--- config.mk ---
export PLATFORM = sky130hd
export DESIGN_NAME = mc_main_fsm_flat
export DESIGN_NICKNAME = d
export VERILOG_FILES = /design/src/rtl/mc_pkg.sv /design/src/rtl/mc_main_fsm_if.sv /design/src/rtl/mc_out_decode.sv /design/src/rtl/mc_main_fsm.sv /design/src/flat_wrapper.sv
export SDC_FILE = /design/constraint.sdc
export NUM_CORES = 1
export LEC_CHECK = 0
export CAP_MARGIN = 20
export CORE_MARGIN = 10
export CORE_UTILIZATION = 29
export DETAILED_ROUTE_END_ITERATION = 10
export PLACE_DENSITY = 0.71
export REMOVE_ABC_BUFFERS = 1
export SYNTH_ARGS = -nofsm -noshare
export SYNTH_HDL_FRONTEND = slang
export SYNTH_SLANG_ARGS = --single-unit
--- constraint.sdc ---
create_clock -name clk -period 0.89 [get_ports clk]
set_input_delay 0.089 -clock clk [delete_from_list [all_inputs] [get_ports clk]]
set_output_delay 0.089 -clock clk [all_outputs]
set_load 0.01 [all_outputs]
--- src/rtl/mc_pkg.sv ---
// ---------------------------------------------------------------------------
// mc_pkg
// Shared definitions for the multi-cycle main controller:
//   state_t    - 4-bit state encoding (FETCH=0 ... BRANCH=9), also exported
//                on the State debug output
//   OP_*       - instruction Op field values
//   RES_*      - ResultSrc mux encodings
//   SRCB_*     - ALUSrcB mux encodings
//   ctrl_t     - state-decoded control word produced by mc_out_decode
// ---------------------------------------------------------------------------
package mc_pkg;

    typedef enum logic [3:0] {
        FETCH    = 4'd0,
        DECODE   = 4'd1,
        MEMADR   = 4'd2,
        MEMRD    = 4'd3,
        MEMWB    = 4'd4,
        MEMWR    = 4'd5,
        EXECUTER = 4'd6,
        EXECUTEI = 4'd7,
        ALUWB    = 4'd8,
        BRANCH   = 4'd9
    } state_t;

    localparam logic [1:0] OP_DP    = 2'b00;
    localparam logic [1:0] OP_MEM   = 2'b01;
    localparam logic [1:0] OP_BR    = 2'b10;
    localparam logic [1:0] OP_UNDEF = 2'b11;

    localparam logic [1:0] RES_ALUOUT    = 2'b00;
    localparam logic [1:0] RES_DATA      = 2'b01;
    localparam logic [1:0] RES_ALURESULT = 2'b10;

    localparam logic [1:0] SRCB_REG    = 2'b00;
    localparam logic [1:0] SRCB_EXTIMM = 2'b01;
    localparam logic [1:0] SRCB_FOUR   = 2'b10;

    typedef struct packed {
        logic       irwrite;
        logic       nextpc;
        logic       regw;
        logic       memw;
        logic       branch;
        logic       adrsrc;
        logic [1:0] resultsrc;
        logic       alusrca;
        logic [1:0] alusrcb;
        logic       aluop;
    } ctrl_t;

endpackage

--- src/rtl/mc_main_fsm_if.sv ---
// ---------------------------------------------------------------------------
// mc_main_fsm_if
// Bundles the controller's instruction/memory inputs and control outputs.
//   master : instruction/memory side (drives Op, Funct, MemReady; reads
//            control outputs)
//   slave  : the controller mc_main_fsm
// Op/Funct are instruction bits [27:26]/[25:20]; MemReady means the memory
// transfer completes this cycle. State is the raw state encoding (debug).
// ---------------------------------------------------------------------------
interface mc_main_fsm_if;
    logic [1:0] Op;
    logic [5:0] Funct;
    logic       MemReady;
    logic       IRWrite;
    logic       NextPC;
    logic       RegW;
    logic       MemW;
    logic       Branch;
    logic       AdrSrc;
    logic [1:0] ResultSrc;
    logic       ALUSrcA;
    logic [1:0] ALUSrcB;
    logic       ALUOp;
    logic       Illegal;
    logic [3:0] State;

    modport master (
        output Op, Funct, MemReady,
        input  IRWrite, NextPC, RegW, MemW, Branch, AdrSrc, ResultSrc,
               ALUSrcA, ALUSrcB, ALUOp, Illegal, State
    );

    modport slave (
        input  Op, Funct, MemReady,
        output IRWrite, NextPC, RegW, MemW, Branch, AdrSrc, ResultSrc,
               ALUSrcA, ALUSrcB, ALUOp, Illegal, State
    );
endinterface

--- src/rtl/mc_out_decode.sv ---
// ---------------------------------------------------------------------------
// mc_out_decode
// Pure combinational decode of the current state into the Moore control word.
//   state : current state encoding (raw 4 bits so that unused encodings
//           10..15 decode to an all-zero word)
//   ctrl  : control word; fields not named for a state are 0
// ---------------------------------------------------------------------------
module mc_out_decode
    import mc_pkg::*;
(
    input  logic [3:0] state,
    output ctrl_t      ctrl
);

    always_comb begin
        ctrl = '0;
        case (state)
            FETCH: begin
                ctrl.irwrite   = 1'b1;
                ctrl.nextpc    = 1'b1;
                ctrl.adrsrc    = 1'b0;
                ctrl.alusrca   = 1'b1;
                ctrl.alusrcb   = SRCB_FOUR;
                ctrl.resultsrc = RES_ALURESULT;
            end
            DECODE: begin
                ctrl.alusrca   = 1'b1;
                ctrl.alusrcb   = SRCB_FOUR;
                ctrl.resultsrc = RES_ALURESULT;
            end
            MEMADR: begin
                ctrl.alusrca   = 1'b0;
                ctrl.alusrcb   = SRCB_EXTIMM;
                ctrl.aluop     = 1'b0;
            end
            MEMRD: begin
                ctrl.adrsrc    = 1'b1;
                ctrl.resultsrc = RES_ALUOUT;
            end
            MEMWB: begin
                ctrl.resultsrc = RES_DATA;
                ctrl.regw      = 1'b1;
            end
            MEMWR: begin
                ctrl.adrsrc    = 1'b1;
                ctrl.resultsrc = RES_ALUOUT;
                ctrl.memw      = 1'b1;
            end
            EXECUTER: begin
                ctrl.alusrca   = 1'b0;
                ctrl.alusrcb   = SRCB_REG;
                ctrl.aluop     = 1'b1;
            end
            EXECUTEI: begin
                ctrl.alusrca   = 1'b0;
                ctrl.alusrcb   = SRCB_EXTIMM;
                ctrl.aluop     = 1'b1;
            end
            ALUWB: begin
                ctrl.resultsrc = RES_ALUOUT;
                ctrl.regw      = 1'b1;
            end
            BRANCH: begin
                ctrl.alusrca   = 1'b0;
                ctrl.alusrcb   = SRCB_EXTIMM;
                ctrl.resultsrc = RES_ALURESULT;
                ctrl.branch    = 1'b1;
            end
            default: ctrl = '0;
        endcase
    end

endmodule

--- src/rtl/mc_main_fsm.sv ---
// ---------------------------------------------------------------------------
// mc_main_fsm
// Main controller of a multi-cycle processor: state register, next-state
// logic and output gating. Control outputs are decoded from the current
// state by mc_out_decode.
//   clk   : system clock, rising edge
//   reset : synchronous, active-high; next state forced to FETCH and all
//           write enables / Illegal held at 0 while asserted
//   bus   : mc_main_fsm_if.slave (Op, Funct, MemReady in; control out)
//
// Build option: define MC_FSM_MEMWAIT_EN to make FETCH, MEMRD and MEMWR wait
// for MemReady. Without it MemReady is treated as always 1.
//
// Handshake: a memory state completes on a cycle where MemReady=1; while it
// is 0 the state holds. A held FETCH suppresses IRWrite/NextPC so the PC and
// instruction register only load on the completing cycle; a held MEMWR keeps
// MemW asserted for the whole transfer.
// ---------------------------------------------------------------------------
module mc_main_fsm
    import mc_pkg::*;
(
    input  logic          clk,
    input  logic          reset,
    mc_main_fsm_if.slave  bus
);

`ifdef MC_FSM_MEMWAIT_EN
    localparam bit WAIT_EN = 1'b1;
`else
    localparam bit WAIT_EN = 1'b0;
`endif

    state_t state;
    ctrl_t  ctrl;
    logic   mem_ready;
    logic   held_fetch;
    logic   unused_funct;

    // With wait states disabled every transfer completes immediately.
    assign mem_ready    = bus.MemReady | ~WAIT_EN;
    // Funct[4:1] only matter to the datapath, not to sequencing.
    assign unused_funct = ^bus.Funct[4:1];

    always_ff @(posedge clk) begin
        if (reset) begin
            state <= FETCH;
        end else begin
            case (state)
                FETCH:    if (mem_ready) state <= DECODE;
                DECODE: begin
                    case (bus.Op)
                        OP_MEM:  state <= MEMADR;
                        OP_DP:   state <= bus.Funct[5] ? EXECUTEI : EXECUTER;
                        OP_BR:   state <= BRANCH;
                        default: state <= FETCH;   // undefined Op: abandon
                    endcase
                end
                MEMADR:   state <= bus.Funct[0] ? MEMRD : MEMWR;
                MEMRD:    if (mem_ready) state <= MEMWB;
                MEMWB:    state <= FETCH;
                MEMWR:    if (mem_ready) state <= FETCH;
                EXECUTER: state <= ALUWB;
                EXECUTEI: state <= ALUWB;
                ALUWB:    state <= FETCH;
                BRANCH:   state <= FETCH;
                default:  state <= FETCH;          // unreachable encodings
            endcase
        end
    end

    mc_out_decode u_out_decode (
        .state (state),
        .ctrl  (ctrl)
    );

    assign held_fetch = (state == FETCH) && !mem_ready;

    // Write enables are killed during reset so an abandoned instruction
    // never leaves a partial write behind.
    assign bus.IRWrite   = ctrl.irwrite & ~held_fetch & ~reset;
    assign bus.NextPC    = ctrl.nextpc  & ~held_fetch & ~reset;
    assign bus.RegW      = ctrl.regw    & ~reset;
    assign bus.MemW      = ctrl.memw    & ~reset;
    assign bus.Branch    = ctrl.branch  & ~reset;
    assign bus.AdrSrc    = ctrl.adrsrc;
    assign bus.ResultSrc = ctrl.resultsrc;
    assign bus.ALUSrcA   = ctrl.alusrca;
    assign bus.ALUSrcB   = ctrl.alusrcb;
    assign bus.ALUOp     = ctrl.aluop;
    assign bus.Illegal   = (state == DECODE) && (bus.Op == OP_UNDEF) && !reset;
    assign bus.State     = state;

endmodule

--- src/flat_wrapper.sv ---
// flat-port wrapper written by rule: the top's interface ports become plain ports
module mc_main_fsm_flat import mc_pkg::*;
  (clk, reset, bus_Op, bus_Funct, bus_MemReady, bus_IRWrite, bus_NextPC, bus_RegW, bus_MemW, bus_Branch, bus_AdrSrc, bus_ResultSrc, bus_ALUSrcA, bus_ALUSrcB, bus_ALUOp, bus_Illegal, bus_State);
  mc_main_fsm_if bus_i ();
  input  logic clk;
  input  logic reset;
  input wire logic [$bits(bus_i.Op)-1:0] bus_Op;
  input wire logic [$bits(bus_i.Funct)-1:0] bus_Funct;
  input wire logic [$bits(bus_i.MemReady)-1:0] bus_MemReady;
  output wire logic [$bits(bus_i.IRWrite)-1:0] bus_IRWrite;
  output wire logic [$bits(bus_i.NextPC)-1:0] bus_NextPC;
  output wire logic [$bits(bus_i.RegW)-1:0] bus_RegW;
  output wire logic [$bits(bus_i.MemW)-1:0] bus_MemW;
  output wire logic [$bits(bus_i.Branch)-1:0] bus_Branch;
  output wire logic [$bits(bus_i.AdrSrc)-1:0] bus_AdrSrc;
  output wire logic [$bits(bus_i.ResultSrc)-1:0] bus_ResultSrc;
  output wire logic [$bits(bus_i.ALUSrcA)-1:0] bus_ALUSrcA;
  output wire logic [$bits(bus_i.ALUSrcB)-1:0] bus_ALUSrcB;
  output wire logic [$bits(bus_i.ALUOp)-1:0] bus_ALUOp;
  output wire logic [$bits(bus_i.Illegal)-1:0] bus_Illegal;
  output wire logic [$bits(bus_i.State)-1:0] bus_State;
  assign bus_i.Op = bus_Op;
  assign bus_i.Funct = bus_Funct;
  assign bus_i.MemReady = bus_MemReady;
  assign bus_IRWrite = bus_i.IRWrite;
  assign bus_NextPC = bus_i.NextPC;
  assign bus_RegW = bus_i.RegW;
  assign bus_MemW = bus_i.MemW;
  assign bus_Branch = bus_i.Branch;
  assign bus_AdrSrc = bus_i.AdrSrc;
  assign bus_ResultSrc = bus_i.ResultSrc;
  assign bus_ALUSrcA = bus_i.ALUSrcA;
  assign bus_ALUSrcB = bus_i.ALUSrcB;
  assign bus_ALUOp = bus_i.ALUOp;
  assign bus_Illegal = bus_i.Illegal;
  assign bus_State = bus_i.State;
  mc_main_fsm u_core (.clk(clk), .reset(reset), .bus(bus_i));
endmodule
**Yosys cells after proc, flatten, opt, wreduce, memory -nomap -nowiden**

Index checks and enable logic that the tools add are counted.
W data, S select, Z words.

- Flip-flop bits (word level): 4
- Output and inout port bits: 17
- Word-level logic and storage cells: 42

- Muxes and demuxes: 12
- Bitwise operators: 6
- Reduce and logical (&&, ||, !) cells: 11
- Equality and inequality tests: 12

Operators by type and width:

| cell | count |
|---|---|
| $pmux W4 S5 | 1 |
| $eq A4 B3 Y1 const B | 4 |
| $pmux W4 S3 | 1 |
| $eq A4 B2 Y1 const B | 2 |
| $eq A4 B4 Y1 const B | 2 |
| $reduce_or A2 Y1 | 4 |
| $mux W1 | 6 |
| $pmux W3 S2 | 1 |
| $reduce_or A3 Y1 | 2 |
| $and A1 B1 Y1 | 5 |
| $eq A2 B2 Y1 const B | 2 |
| $eq A4 B1 Y1 const B | 1 |
| $logic_not A4 Y1 | 1 |
| $pmux W2 S2 | 1 |
| $mux W3 | 1 |
| $eq A2 B1 Y1 const B | 1 |
| $logic_and A1 B1 Y1 | 2 |
| $logic_not A2 Y1 | 1 |
| $mux W2 | 1 |
| $logic_not A1 Y1 | 1 |
| $not A1 Y1 | 1 |

**Depth between registers and ports, before layout**

- Word-level depth: 4
- Depth in mapped cells: 4
- Depth with buffers taken out: 3

**Cells and area by module**

From an unflattened synthesis, not the netlist that was laid out.

- Cell total of the unflattened synthesis: 46
- Area total of the unflattened synthesis: 370.4 sq um

Modules (own cells, without submodules):

| module | times used | seq. area each (sq um) | cells an instance | area an instance (sq um) |
|---|---|---|---|---|
| mc_main_fsm | 1 | 80.1 | 26 | 214.0 |
| mc_out_decode | 1 | 0.0 | 20 | 156.4 |

**Worst setup path before layout**

Ideal clock, no wire load.

- Path kind: reg2out
- From: reg u_core.state[2], in the netlist u_core.bus.State[2]
- To: out bus_NextPC
- Cell stages (with the launch flop): 4
- Arrival: 1.124 ns
- Slack: -0.323 ns
- Cell sequence: dfxtp_1 -> or3_4 -> nor3_2 -> buf_4

- Cells in the longest elaborated chain, start to end: 3

Ends and longest elaborated chain:

| what | RTL line | source |
|---|---|---|
| from (decl) | mc_main_fsm.sv:33 | `state_t state;` |
| from (signal assigned) | mc_main_fsm.sv:53 | `OP_DP: state <= bus.Funct[5] ? EXECUTEI : EXECUTER;` |
| from (signal assigned) | mc_main_fsm.sv:58 | `MEMADR: state <= bus.Funct[0] ? MEMRD : MEMWR;` |
| $logic_not A4 Y1 | mc_out_decode.sv:17 | `case (state)` |
| $mux W2 | mc_out_decode.sv:17 |  |
| $and A1 B1 Y1 | mc_main_fsm.sv:81 | `assign bus.NextPC = ctrl.nextpc & ~held_fetch & ~reset;` |
| to (decl) | flat_wrapper.sv:11 | `output wire logic [$bits(bus_i.NextPC)-1:0] bus_NextPC;` |

Every way passes these cells.

**Final worst setup path**

- From: reg u_core.state[2], in the netlist u_core.bus.State[2]
- To: out bus_IRWrite

- Cells in the longest elaborated chain, start to end: 3

Ends and longest elaborated chain:

| what | RTL line | source |
|---|---|---|
| $logic_not A4 Y1 | mc_out_decode.sv:17 |  |
| $mux W2 | mc_out_decode.sv:17 |  |
| $and A1 B1 Y1 | mc_main_fsm.sv:80 | `assign bus.IRWrite = ctrl.irwrite & ~held_fetch & ~reset;` |
| to (decl) | flat_wrapper.sv:10 | `output wire logic [$bits(bus_i.IRWrite)-1:0] bus_IRWrite;` |

Every way passes these cells.

==> results.md <==
* Largest buffer count on any clock path at 2
* Largest register FFs at 4
* Dpl cells at 93
* Commonest non-fill, non-tap cells in the layout: 20 x sky130_fd_sc_hd__buf_6, 13 x sky130_fd_sc_hd__buf_2, 13 x sky130_fd_sc_hd__buf_4
* Transition time of the tightest slew-check pin at 0.213 ns
* End point of the worst hold path: u_core.bus.State[0]
* Net total in the final layout at 107
* Cells along the critical path: or3_4 -> nor3_4 -> buf_2
* Power share of the combinational group at 49.2%
* Worst max-slew margin expressed relative to the limit at 85.7%
* TritonCTS Buffers at 3
* Worst EP arrival at 1.28 ns
* Setup CP Type: reg2out
* Count of placed standard cells in the final layout, fillers left out at 108
* Maximum cell stage delay along the critical path at around 0.40 ns
* Initial core utilization at 32.3%
* Sequential power share at 23.2%
* Power per Cell Area at 1030 nW/µm²
* Critical Path Slowest Stage Cell: sky130_fd_sc_hd__or3_4
* Post-DP HPWL at 961 µm
* Internal reg-to-reg setup slack at -0.41 ns
* Final Max Tran Viols at 0
* Drt total wl at 1660 µm
* RePlAce Congestion at 0.797
* Final global-route overflow total at 0
* Vertical extent of the die at 56.1 µm
* DRC marker count from the first detailed-route iteration at 9
* Crit start category: flip-flop
* Insertion delay of the later-clocked pin in the worst-skew pair at 0.25 ns
* X dimension of the die at 56.1 µm
* Instance area after placement at approximately 690 µm²
* Most common cell after layout, fill and taps aside: sky130_fd_sc_hd__buf_6
* H-Tree Level Count at 1
* Net Switching at 0.306 mW
* Worst EP required at 0.80 ns
* Global-route wire length before repair at ~2600 µm
* Via count of the first global-routing pass at 567
* Total power consumption of the routed design at between 0.9 and 1 mW
* Quantity of hold-fixing buffers added after cts at 0
* Root Driver: sky130_fd_sc_hd__clkbuf_4
* Violations in the final reports: negative setup slack
* Final Cell Area at approximately 880 µm²
* Reported max-cap violation count at 0
* Fmax at 0.728 GHz
* Number of fillers in the final layout at 86
* Count of cell types in the netlist at 24
* Fraction of final layout cells with drive strength greater than 1 at a little under three quarters
* Number of clock sinks at 4
* Clock share of power at between 20% and 30%
* Bufs and invs on worst path at 1
* Clock-pin slew of the registers on the worst-case setup and hold paths at 0.04 ns
* Number of rows in the core area at 12
* Switching portion of total power at 33.5%
* Area Overhead vs Synth at 134%
* Average instance area after synthesis at 8.21 µm²
* Outcome: complete, but fails checks
* Gate count of the mapped netlist at 46
* Via-to-Cell Ratio at about 4.7
* Leakage power total at 0.415 nW
* Final critical-path required period at 1.37 ns
* Category of the worst setup path capture point: output port
* Total number of vias at 509
* Worst VDD drop at 577 µV
* Synthesis warning total at 0
* Total of buffers placed on input and output ports at 22
* Worst-case setup margin in the final layout at -0.483 ns
* Final Hold Fails at 0
* Diode count at 0
* Endpoints failing setup at 21
* Clock skew after layout at approximately 0.0010 ns
* End of the worst register-to-register path: u_core.bus.State[2]
* Biggest area consumer among synthesized cells: sky130_fd_sc_hd__dfxtp_1
* Clock tree from TritonCTS: built
* First drt pass iteration count at 4
* Core outline area at 1170 µm²
* Io pins at 28
* Area contributors post-synth: sky130_fd_sc_hd__dfxtp_1 21%, sky130_fd_sc_hd__nor3_2 7.9%, sky130_fd_sc_hd__buf_4 7.9%
* Dominant delay contributor by cell family on the critical path: simple AND/OR/NAND/NOR gates
* Design internal power at ~0.6 mW
* Worst Path Max Fanout at 4
* Number of register bits inferred by synthesis at 4
* Antenna violations before repair at 0
* Number of nets with antenna violations after routing at 0
* Reg2Reg Launch Point: u_core.bus.State[2]
* Largest net degree at the start of global routing at 7
* Setup repair after global routing missed its margin: true
* Class of the most critical hold timing path: in2reg
* Sequential cell area fraction in the yosys report at 21.2%
* Startpoint of the most critical hold path: bus_Funct[5]
* Syn Std Cell Area at 378 µm²
* Min-Delay Path Depth at 3
* Final critical-path share of the clock period at 154%
* Number of cells on the worst reg-to-reg path at 5
* Yosys top cell area share at 21.2%
* # DRC at 0
* Overall routing resource usage at 10.7%
* Total Die Area at 3150 µm²
* Average wire length per cell after detail routing at 15.3 µm
Yosys cell counts, drive strengths merged:
master   number
nor2          6
buf           6
inv           2
nor4b         1
nor3b         2
nor3          4
dfxtp         4
or3           1
a2bb2oi       1
a21oi         2
and3b         1
nand2b        1
xnor2         3
nand2         4
nand3b        1
nand3         1
nor2b         1
a21boi        2
and4          1
nor4          1
o21ai         1
how the worst max path moves through the flow:
stage	start	endpoint	slack, ns	cells past startpoint
detailed placement	reset	bus_IRWrite	-0.75	4
global route	u_core.bus.State[2]	bus_NextPC	-0.56	3
global placement	reset	bus_Illegal	-0.75	5
finish	u_core.bus.State[2]	bus_IRWrite	-0.48	3
CTS	u_core.bus.State[2]	bus_IRWrite	-0.48	3
floorplan	u_core.bus.State[2]	bus_IRWrite	-0.37	2
power by group through the flow:
stage / logic [mW] / clock network [mW] / registers (mW)
6_report: 0.450 / 0.252 / 0.212
5_1_grt: 0.486 / 0.274 / 0.214
4_1_cts: 0.401 / 0.252 / 0.211
3_5_place_dp: 0.344 / 0 / 0.221
3_3_place_gp: 0.341 / 0 / 0.220
2_1_floorplan: 0.110 / 0 / 0.232
worst min-delay path: stages:
cell and delay [ns]:
sky130_fd_sc_hd__clkdlybuf4s50_1 0.39, sky130_fd_sc_hd__o21ai_0 0.20, sky130_fd_sc_hd__a21oi_2 0.06
per-layer routing:
metal,global-route usage [%],vias to the layer above,wire [µm]
li1,-,254,-
met1,10.1,232,647
met2,17.5,17,857
met3,4.78,6,85
met4,8.87,0,66
met5,0,-,0
kinds of logic after synthesis:
| group | after synthesis | share of synthesized area [%] |
|---|---|---|
| AO/OA/AOI/OAI | 6 | 10.3 |
| AND/OR/NAND/NOR | 25 | 45.7 |
| XOR/XNOR | 3 | 6.95 |
| flip-flops | 4 | 21.2 |
| buffers and inverters | 8 | 15.9 |
per-stage QoR:
| stage | setup TNS (ns) | setup slack, ns | hold slack, ns | utilization [%] |
|---|---|---|---|---|
| after floorplan | -3.24 | -0.367 | 0.226 | - |
| after global placement | -10.67 | -0.749 | 0.641 | 59.0 |
| after detailed placement | -10.87 | -0.752 | 0.652 | 59.0 |
| after CTS | -6.54 | -0.482 | 0.513 | 68.8 |
| after global routing | -8.33 | -0.556 | 0.579 | 75.4 |
| final | -7.20 | -0.483 | 0.519 | 75.4 |
area by class of cell:
cell class | instances | area [µm²] | share of cell area (%)
sequential | 4 | 95.1 | 10.8
inverter | 2 | 7.51 | 0.850
tap | 14 | 17.5 | 1.98
timing repair buffer | 51 | 438 | 49.6
multi-input combinational | 34 | 303 | 34.3
clock buffer | 3 | 22.5 | 2.55
timing repair:
item,4_1_cts,5_1_grt
gates resized for setup,103,10
buffers inserted,9,4
pin swaps,8,6
setup endpoints to repair,21,21
(Power assumes the default switching activity.)
